`config.mk`:
```
export PLATFORM = sky130hd
export DESIGN_NAME = popcount14_vec_gen
export DESIGN_NICKNAME = d
export VERILOG_FILES = /design/src/rtl/popcount14_vec_gen.sv
export SDC_FILE = /design/constraint.sdc
export NUM_CORES = 1
export LEC_CHECK = 0
export BUFFER_PORTS_ARGS = -buffer_cell sky130_fd_sc_hd__buf_2
export CAP_MARGIN = 30
export CORE_MARGIN = 4
export CORE_UTILIZATION = 45
export DETAILED_ROUTE_END_ITERATION = 8
export GPL_ROUTABILITY_DRIVEN = 0
export PLACE_DENSITY = 0.7
export REMOVE_ABC_BUFFERS = 1
export SLEW_MARGIN = 40
export SYNTH_ARGS = -nofsm -noshare
export SYNTH_HDL_FRONTEND = slang
export SYNTH_SLANG_ARGS = --single-unit
```
`constraint.sdc`:
```
create_clock -name clk -period 4.2 [get_ports clk]
set_input_delay 0.84 -clock clk [delete_from_list [all_inputs] [get_ports clk]]
set_output_delay 0.84 -clock clk [all_outputs]
set_load 0.005 [all_outputs]
```
`src/rtl/popcount14_vec_gen.sv`:
```
// popcount14_vec_gen: enumerates every N-bit vector with exactly k ones in increasing order over a valid/ready stream
module popcount14_vec_gen #(
    parameter int N  = 14,
    parameter int CW = 4,
    parameter int IW = 12
) (
    input  logic          clk,
    input  logic          rst_n,
    input  logic          start,
    input  logic [CW-1:0] k,
    output logic          busy,
    output logic          vec_valid,
    input  logic          vec_ready,
    output logic [N-1:0]  vec_data,
    output logic [CW-1:0] vec_count,
    output logic [IW-1:0] vec_idx,
    output logic          vec_last,
    output logic          done,
    output logic          err
);
    typedef enum logic [1:0] {IDLE, RUN, DONE} state_t;
    localparam logic [N:0] ONE = (N+1)'(1);
    state_t        state, state_n;
    logic          go, hs;
    logic [N:0]    v, c, r;
    logic [CW-1:0] tz;
    logic [N-1:0]  nxt, last_pat;
    assign go        = state == IDLE && start && k <= CW'(N);
    assign vec_valid = state == RUN;
    assign busy      = state != IDLE;
    assign done      = state == DONE;
    assign hs        = vec_valid & vec_ready;
    // Gosper's successor in N+1 bits; the divide by c becomes a shift by ctz(c)
    assign v   = {1'b0, vec_data};
    assign c   = v & (~v + ONE);
    assign r   = v + c;
    assign nxt = N'(r | (((r ^ v) >> 2) >> tz));
    always_comb begin
        tz = '0;
        for (int i = N - 1; i >= 0; i--)
            if (c[i]) tz = CW'(i);
    end
    // final vector is the k ones packed against the MSB
    assign last_pat = ~N'((ONE << (CW'(N) - vec_count)) - ONE);
    assign vec_last = vec_valid && vec_data == last_pat;
    always_comb begin
        state_n = state;
        if (go) state_n = RUN;
        else if (hs && vec_last) state_n = DONE;
        else if (state == DONE) state_n = IDLE;
    end
    always_ff @(posedge clk or negedge rst_n) begin
        if (!rst_n) begin
            state     <= IDLE;
            err       <= 1'b0;
            vec_data  <= '0;
            vec_count <= '0;
            vec_idx   <= '0;
        end else begin
            state <= state_n;
            err   <= state == IDLE && start && k > CW'(N);
            if (go) begin
                vec_data  <= N'((ONE << k) - ONE);
                vec_count <= k;
                vec_idx   <= '0;
            end else if (hs && !vec_last) begin
                vec_data <= nxt;
                vec_idx  <= vec_idx + IW'(1);
            end
        end
    end
endmodule

```
==> out/results.tsv, run 1 <==
metric	value	unit
synth-main-ff-cell	dfrtp_1	
power_density	694	nW/um2
grt_pass1_vias	4055	
fin_ws	0.381	ns
irDropWorstVdd	0.000241	V
diodes	0	
hold_buffers	0	
synth.distinct_cells	84	
slew_viol_final	0	
cp_data_required_time	3.36	ns
crit_buf_inv	3	
totalPowerFinal	2950	uW
grt_pass1_wl	20.6	mm
worst-path-max-fanout	23	
dp_hpwl	9.16	mm
register_area	826	um2
yosysSeqAreaShare	21.2	%
ant_nets	0	
cp_top_family	simple AND/OR/NAND/NOR gates	
hold_path_class	in -> async	
rsz0062_at_grt	false	
drt_pass1_iterations	5	
cts_buffer_depth	2	
fp.dieH	101	um
leakagePower	0.00164	uW
gr-total-overflow	0	
min_period	3.82	ns
postCtsSetupRepairBufs	0	
final_core_util	51.2	%
cts_tree	built	
final_common_cell	nor2_1	
drt-initial-drc-count	645	
synth_area_per_cell	7.37	um2
crit_path_max_incr_delay	0.38	ns
rr_startpoint	vec_count[0]	
path_cells	buf_4, nand3_1, ha_1, or3_1, o211ai_1, xor2_1, nand4_1, nor4_2, buf_4, buf_2	
dpl_worst_slack	0.659	ns
syn_to_final_growth	9.23	%
antenna_found_initial	0	
syn_inst	528	
r2r-end	vec_data[2]	
clock_skew	0.0131	ns
routed_via_density	6.85	
routed_wl	12.9	mm
clk_latency	0.29	ns
worst_pin_slew	0.816	ns
fmax	262	MHz
wl_per_cell	19.8	um
grt_usage	24.9	%
coreArea	8300	um2
fill_cells	831	
hold_violations	0	
dr_total_vias	4457	
drt_drc_violations_left	0	
multi_input_area	2800	um2
period_share	90.9	%
crit_path_top_delay_cell	or3_1	
drv_cap	0	
final_cell_mix	nor2_1, nand2_1, buf_2	
cts-htree-levels	2	
r2r_setup_slack	0.62	ns
final_nets	556	
outcome	complete, no violations	
design.die.area	10200	um2
path_common_cell	buf_4	
io-pin-count	43	
initial_utilization	46.9	%
clkSinkCount	33	
netlist_area	3890	um2
fin_tns_setup	0	ns
layout-drive-gt1-share	19.0	%
ctsResizeCount	0	
r2r_cells	13	
setup_viol	0	
rows	33	
die_w	101	um
synth_edf_count	0	
startpoint_type	flop	
cp.arrival	2.98	ns
async_flop_share	100	%
critical_path_class	reg -> out	
worstSetupEndpointType	output pin	
root_buffer	clkbuf_8	
relSlewSlack	45.4	%
ys_seq_elements	33	
yosysWarnings	0	
io_buffers	42	
grt_max_degree	34	
cts.clk_slew.worst_paths	0.07	ns
cts_buffers	5	
==> cell families (layout without fill, tap and decap cells) <==
kind of cell             after synthesis  count (layout)  synth area share [%]
AO/OA/AOI/OAI                        180             180                  33.7
XOR/XNOR                              14              14                  3.15
adder cells (fa/ha/maj)                3               3                 0.965
buffers and inverters                 62              80                  6.91
flip-flops                            33              33                  21.2
multiplexers                          12              12                  3.38
AND/OR/NAND/NOR                      224             224                  30.6
==> how the worst max path moves through the flow <==
stage,from,end,slack [ns],depth (start not counted)
global placement,vec_count[1],vec_last,0.81,10
finish,vec_count[0],vec_last,0.38,10
detailed placement,vec_count[0],vec_data[13],0.66,13
floorplan,vec_count[2],vec_data[8],0.15,11
CTS,vec_count[0],vec_last,0.41,10
global route,vec_count[0],vec_last,0.27,10
==> final cells by class <==
cell class	instances	share of cell area, %
Multi-Input combinational cell	433	65.9
Sequential cell	33	19.4
Timing Repair Buffer	59	8.01
Tap cell	105	3.09
Clock buffer	7	2.27
Inverter	13	1.15
Clock inverter	1	0.118
==> state kept, by name (all words and copies together) (netlist names) <==
| name | flops |
|---|---|
| vec_data | 14 |
| vec_idx | 12 |
| vec_count | 4 |
| state | 2 |
| err | 1 |
==> per-layer routing <==
layer | global-route usage, % | vias up | wire, um
met2 | 39.5 | 272 | 5990
met3 | 4.43 | 48 | 1240
met4 | 9.10 | 0 | 418
met5 | 0 | - | 0
li1 | - | 2033 | -
met1 | 33.9 | 2104 | 5240
==> cell usage after synthesis, types with 5 or more instances <==
| cell | count | area share [%] |
|---|---|---|
| nand2b_1 | 12 | 1.9 |
| nand4_1 | 10 | 1.6 |
| nor3_1 | 16 | 2.1 |
| o21ai_0 | 25 | 3.2 |
| mux2i_1 | 6 | 1.5 |
| nand3_1 | 16 | 2.1 |
| dfrtp_1 | 33 | 21 |
| a21o_1 | 5 | 0.96 |
| nor2_1 | 54 | 5.2 |
| nor3b_1 | 6 | 1.2 |
| clkbuf_1 | 28 | 2.7 |
| a31oi_1 | 16 | 2.6 |
| o2111ai_1 | 5 | 1.1 |
| and2_1 | 5 | 0.80 |
| a21oi_1 | 33 | 4.2 |
| buf_2 | 14 | 1.8 |
| o311ai_0 | 5 | 1.1 |
| o211ai_1 | 14 | 2.7 |
| o21a_1 | 6 | 1.2 |
| nor4_1 | 6 | 0.96 |
| xnor2_1 | 11 | 2.5 |
| mux2_2 | 5 | 1.4 |
| a211oi_1 | 7 | 1.4 |
| nand2_1 | 52 | 5.0 |
| nor2b_1 | 9 | 1.4 |
| or2_2 | 6 | 0.96 |
| inv_1 | 12 | 1.2 |
==> where the power goes <==
group / leakage (uW) / total (uW) / internal, uW / switching (uW)
Sequential: 0.000406 / 678 / 414 / 264
Combinational: 0.00118 / 2000 / 810 / 1200
Clock: 0.0000542 / 268 / 148 / 120
Total: 0.00164 / 2950 / 1370 / 1580
==> stage by stage <==
stage          cell area [um2]  std cells  hold slack, ns
3_3_place_gp              4140        643           0.488
4_1_cts                   4250        651           0.541
5_1_grt                   4250        651           0.515
2_1_floorplan             3670        479           0.493
3_5_place_dp              4150        643           0.523
6_report                  4250        651           0.493
(Power assumes the default switching activity.)
==> run 2, diff against run 1 <==
--- a/config.mk
+++ b/config.mk
@@ -8,10 +8,10 @@
 export BUFFER_PORTS_ARGS = -buffer_cell sky130_fd_sc_hd__buf_2
 export CAP_MARGIN = 30
 export CORE_MARGIN = 4
-export CORE_UTILIZATION = 45
+export CORE_UTILIZATION = 35
 export DETAILED_ROUTE_END_ITERATION = 8
 export GPL_ROUTABILITY_DRIVEN = 0
-export PLACE_DENSITY = 0.7
+export PLACE_DENSITY = 0.58
 export REMOVE_ABC_BUFFERS = 1
 export SLEW_MARGIN = 40
 export SYNTH_ARGS = -nofsm -noshare
==> run 2 against run 1 <==
Against the previous run: flip-flop and latch count stayed put; highest routed layer unchanged; die area rose by 26%; critical path type unchanged; critical path depth unchanged.
==> out/results.tsv, run 2 (synthesis gave the netlist of run 1 again) <==
metric	value	unit
cts-htree-levels	2	
wl_per_cell	19.7	um
totalPowerFinal	2960	uW
hold_path_class	in -> async	
drt_drc_violations_left	0	
path_common_cell	buf_4	
fin_tns_setup	0	ns
worst-path-max-fanout	27	
die_w	113	um
ant_nets	0	
antenna_found_initial	0	
period_share	86.1	%
drt-initial-drc-count	613	
setup_viol	0	
cts_buffer_depth	2	
layout-drive-gt1-share	19.0	%
drt_pass1_iterations	5	
diodes	0	
rsz0062_at_grt	false	
cts_tree	built	
final_cell_mix	nor2_1, nand2_1, buf_2	
power_density	688	nW/um2
outcome	complete, no violations	
grt_pass1_wl	21.6	mm
worst_pin_slew	0.727	ns
cts.clk_slew.worst_paths	0.07	ns
critical_path_class	reg -> out	
leakagePower	0.00164	uW
rows	38	
dpl_worst_slack	0.820	ns
clock_skew	0.00328	ns
fp.dieH	113	um
design.die.area	12900	um2
io_buffers	42	
coreArea	10800	um2
cts_buffers	5	
routed_wl	13.5	mm
crit_path_max_incr_delay	0.48	ns
io-pin-count	43	
path_cells	buf_4, inv_1, nand3_1, ha_1, buf_4, o31ai_1, a221o_1, nand4_1, nor4_2, buf_2	
irDropWorstVdd	0.000222	V
cp_data_required_time	3.36	ns
drv_cap	0	
ctsResizeCount	0	
postCtsSetupRepairBufs	0	
cp.arrival	2.78	ns
grt_pass1_vias	4094	
largest_registers	vec_data (14), vec_idx (12), vec_count (4)	
final_common_cell	nor2_1	
relSlewSlack	51.3	%
hold_violations	0	
syn_to_final_growth	10.4	%
clk_latency	0.27	ns
clkSinkCount	33	
crit_path_top_delay_cell	nor4_2	
routed_via_density	6.47	
dp_hpwl	9.85	mm
grt_usage	20.4	%
startpoint_type	flop	
fin_ws	0.582	ns
final_nets	558	
grt_max_degree	34	
root_buffer	clkbuf_8	
fmax	276	MHz
gr-total-overflow	0	
hold_buffers	0	
dr_total_vias	4448	
initial_utilization	35.9	%
regMostFlops	vec_data	
worstSetupEndpointType	output pin	
min_period	3.62	ns
slew_viol_final	0	
largest_reg_flops	14	
run 2: cell types whose count changed in the layout (fill, tap and decap cells not counted):
cell      previous run  this run
buf_4               18        20
clkbuf_1             0         1
clkbuf_8             7         6
clkinv_2             1         0
run 2: area by class of cell:
class / count / area, um2
clock buffers: 7 / 86.3
repair buffers: 61 / 355
flip-flops and latches: 33 / 826
well taps: 140 / 175
multi-input cells: 433 / 2800
inverters: 13 / 48.8
fillers: 1140 / 6550
run 2: per-stage QoR:
stage	hold slack, ns	utilization [%]	std cells	instance area [um2]
after floorplan	0.493	-	479	3670
after global placement	0.517	38.7	680	4200
after detailed placement	0.525	38.8	680	4210
after CTS	0.540	39.6	687	4290
after global routing	0.535	39.6	687	4290
final	0.514	39.6	687	4290
run 2: final timing paths:
path / from / to / slack (ns) / depth (start not counted)
max: vec_count[1] / vec_last / 0.58 / 10
min: rst_n / vec_data[1] / 0.51 / 1
max reg2reg: vec_count[1] / vec_data[2] / 0.74 / 13
min reg2reg: state[0] / state[0] / 0.54 / 2
max in group asynchronous: rst_n / vec_count[0] / 3.36 / 1
min in group clk: state[0] / state[0] / 0.54 / 2
run 2: report_power, final:
part           internal, uW  leakage [uW]  switching (uW)
sequential              415      0.000406             253
clock                   130     0.0000443             111
combinational           822       0.00119            1220
run 2: worst max-delay path, delay by kind of cell, from the launching register on:
kind | cells | cell delay, ns
AO/OA/AOI/OAI | 2 | 0.51
AND/OR/NAND/NOR | 3 | 0.68
flip-flops | 1 | 0.36
buffers and inverters | 4 | 0.75
adder cells (fa/ha/maj) | 1 | 0.20
run 2: layer usage:
layer / share of wire (%) / vias to the layer above / GRT usage (%)
li1: - / 2031 / -
met1: 43 / 2127 / 29.1
met2: 46 / 255 / 32.4
met3: 8.7 / 35 / 2.49
met4: 2.2 / 0 / 5.85
met5: 0 / - / 0
==> run 3, diff against run 2 <==
==> constraint.sdc (replaced) <==
create_clock -name clk -period 3.8 [get_ports clk]
set_input_delay 0.76 -clock clk [delete_from_list [all_inputs] [get_ports clk]]
set_output_delay 0.76 -clock clk [all_outputs]
set_load 0.005 [all_outputs]
==> run 3 against run 2 <==
Against the previous run: register-to-register slack lost 0.31 ns; global-route usage grew 1.1 points; worst setup slack lost 0.40 ns; non-clock buffer count grew 6; die area is the same; largest cell class unchanged; wire length grew 4.8%; critical path depth shrank 1; sequential power grew 10%; cell count grew 1.0%; combinational power grew 14%.
==> out/results.tsv, run 3 (synthesis gave the netlist of run 1 again) <==
metric	value	unit
whs	0.411	ns
hold_path_class	in -> async	
setup_viol	0	
largest_reg_flops	14	
gr-total-overflow	0	
worstSetupEndpointType	output pin	
root_buffer	clkbuf_8	
dr_total_vias	4413	
rows	38	
clk_latency	0.28	ns
grt_pass1_wl	22.5	mm
cts_buffer_depth	2	
hold_buffers	0	
fp.dieH	113	um
syn_to_final_growth	11.7	%
rsz0062_at_grt	false	
dp_hpwl	10.4	mm
slew_viol_final	0	
diodes	0	
min_period	3.61	ns
io-pin-count	43	
antenna_found_initial	0	
critical_path_class	reg -> out	
die_w	113	um
grt_max_degree	34	
design.die.area	12900	um2
fmax	277	MHz
largest_registers	vec_data (14), vec_idx (12), vec_count (4)	
cp_data_required_time	3.04	ns
routed_via_density	6.36	
leakagePower	0.00168	uW
irDropWorstVdd	0.000283	V
layout-drive-gt1-share	20.2	%
regMostFlops	vec_data	
clock_skew	0.00658	ns
cts-htree-levels	2	
cts_buffers	5	
ant_nets	0	
outcome	complete, no violations	
clkSinkCount	33	
final_core_util	40.1	%
cts.clk_slew.worst_paths	0.07	ns
worst-path-max-fanout	10	
drt_pass1_iterations	5	
drt-initial-drc-count	569	
initial_utilization	35.9	%
drv_cap	0	
routed_wl	14.2	mm
relSlewSlack	43.0	%
grt_usage	21.5	%
period_share	95.1	%
worst_pin_slew	0.853	ns
wl_per_cell	20.4	um
cp.arrival	2.85	ns
final_nets	564	
io_buffers	42	
coreArea	10800	um2
startpoint_type	flop	
hold_violations	0	
drt_drc_violations_left	0	
cts_tree	built	
final_cell_mix	nor2_1, nand2_1, buf_2	
power_density	766	nW/um2
grt_pass1_vias	4255	
final_common_cell	nor2_1	
## run 3: per-layer routing
| layer | GRT usage (%) | vias up | wire, um |
|---|---|---|---|
| met5 | 0 | - | 0 |
| met4 | 10.3 | 0 | 535 |
| met3 | 3.50 | 48 | 1090 |
| met2 | 33.6 | 225 | 6440 |
| met1 | 28.9 | 2094 | 6090 |
| li1 | - | 2046 | - |
## run 3: through the flow
stage	TNS [ns]	power, uW	instance area (um2)	setup slack (ns)	cells
finish	0	3330	4350	0.186	694
global route	0	3550	4350	0.0143	694
global placement	0	2960	4240	0.445	686
floorplan	-1.37	2160	3670	-0.252	479
CTS	0	3270	4340	0.0470	694
detailed placement	0	3000	4250	0.366	686
## run 3: power by group
part / switching, uW / internal (uW) / total [uW]
Combinational: 1410 / 927 / 2340
Clock: 134 / 126 / 260
Sequential: 277 / 458 / 735
## run 3: area by class of cell
cell class	count	area [um2]
Multi-Input combinational cell	433	2810
Clock inverter	3	17.5
Tap cell	140	175
Clock buffer	5	68.8
Fill cell	1141	6490
Inverter	13	48.8
Sequential cell	33	826
Timing Repair Buffer	67	400
## run 3: final timing paths
path | startpoint | endpoint | slack (ns) | cells past startpoint
worst max-delay path | vec_count[3] | vec_last | 0.19 | 9
worst min-delay path | rst_n | vec_data[3] | 0.41 | 1
worst max register to register | vec_data[1] | vec_data[6] | 0.43 | 8
worst min register to register | state[0] | state[0] | 0.54 | 2
max in group asynchronous | rst_n | vec_data[12] | 3.06 | 1
min in group clk | state[0] | state[0] | 0.54 | 2
## run 3: worst max-delay path, stage by stage (launching register included)
cell      delay, ns
dfrtp_1        0.35
and2_1         0.25
nand3b_1       0.11
ha_1           0.28
buf_4          0.20
o31ai_1        0.29
a221o_1        0.20
nand4_1        0.15
nor4_4         0.52
buf_2          0.20
## run 3: timing repair
| item | in CTS | in global routing |
|---|---|---|
| setup buffers | 0 | 0 |
| setup endpoints to repair | 0 | 1 |
| gates resized for setup | 0 | 1 |
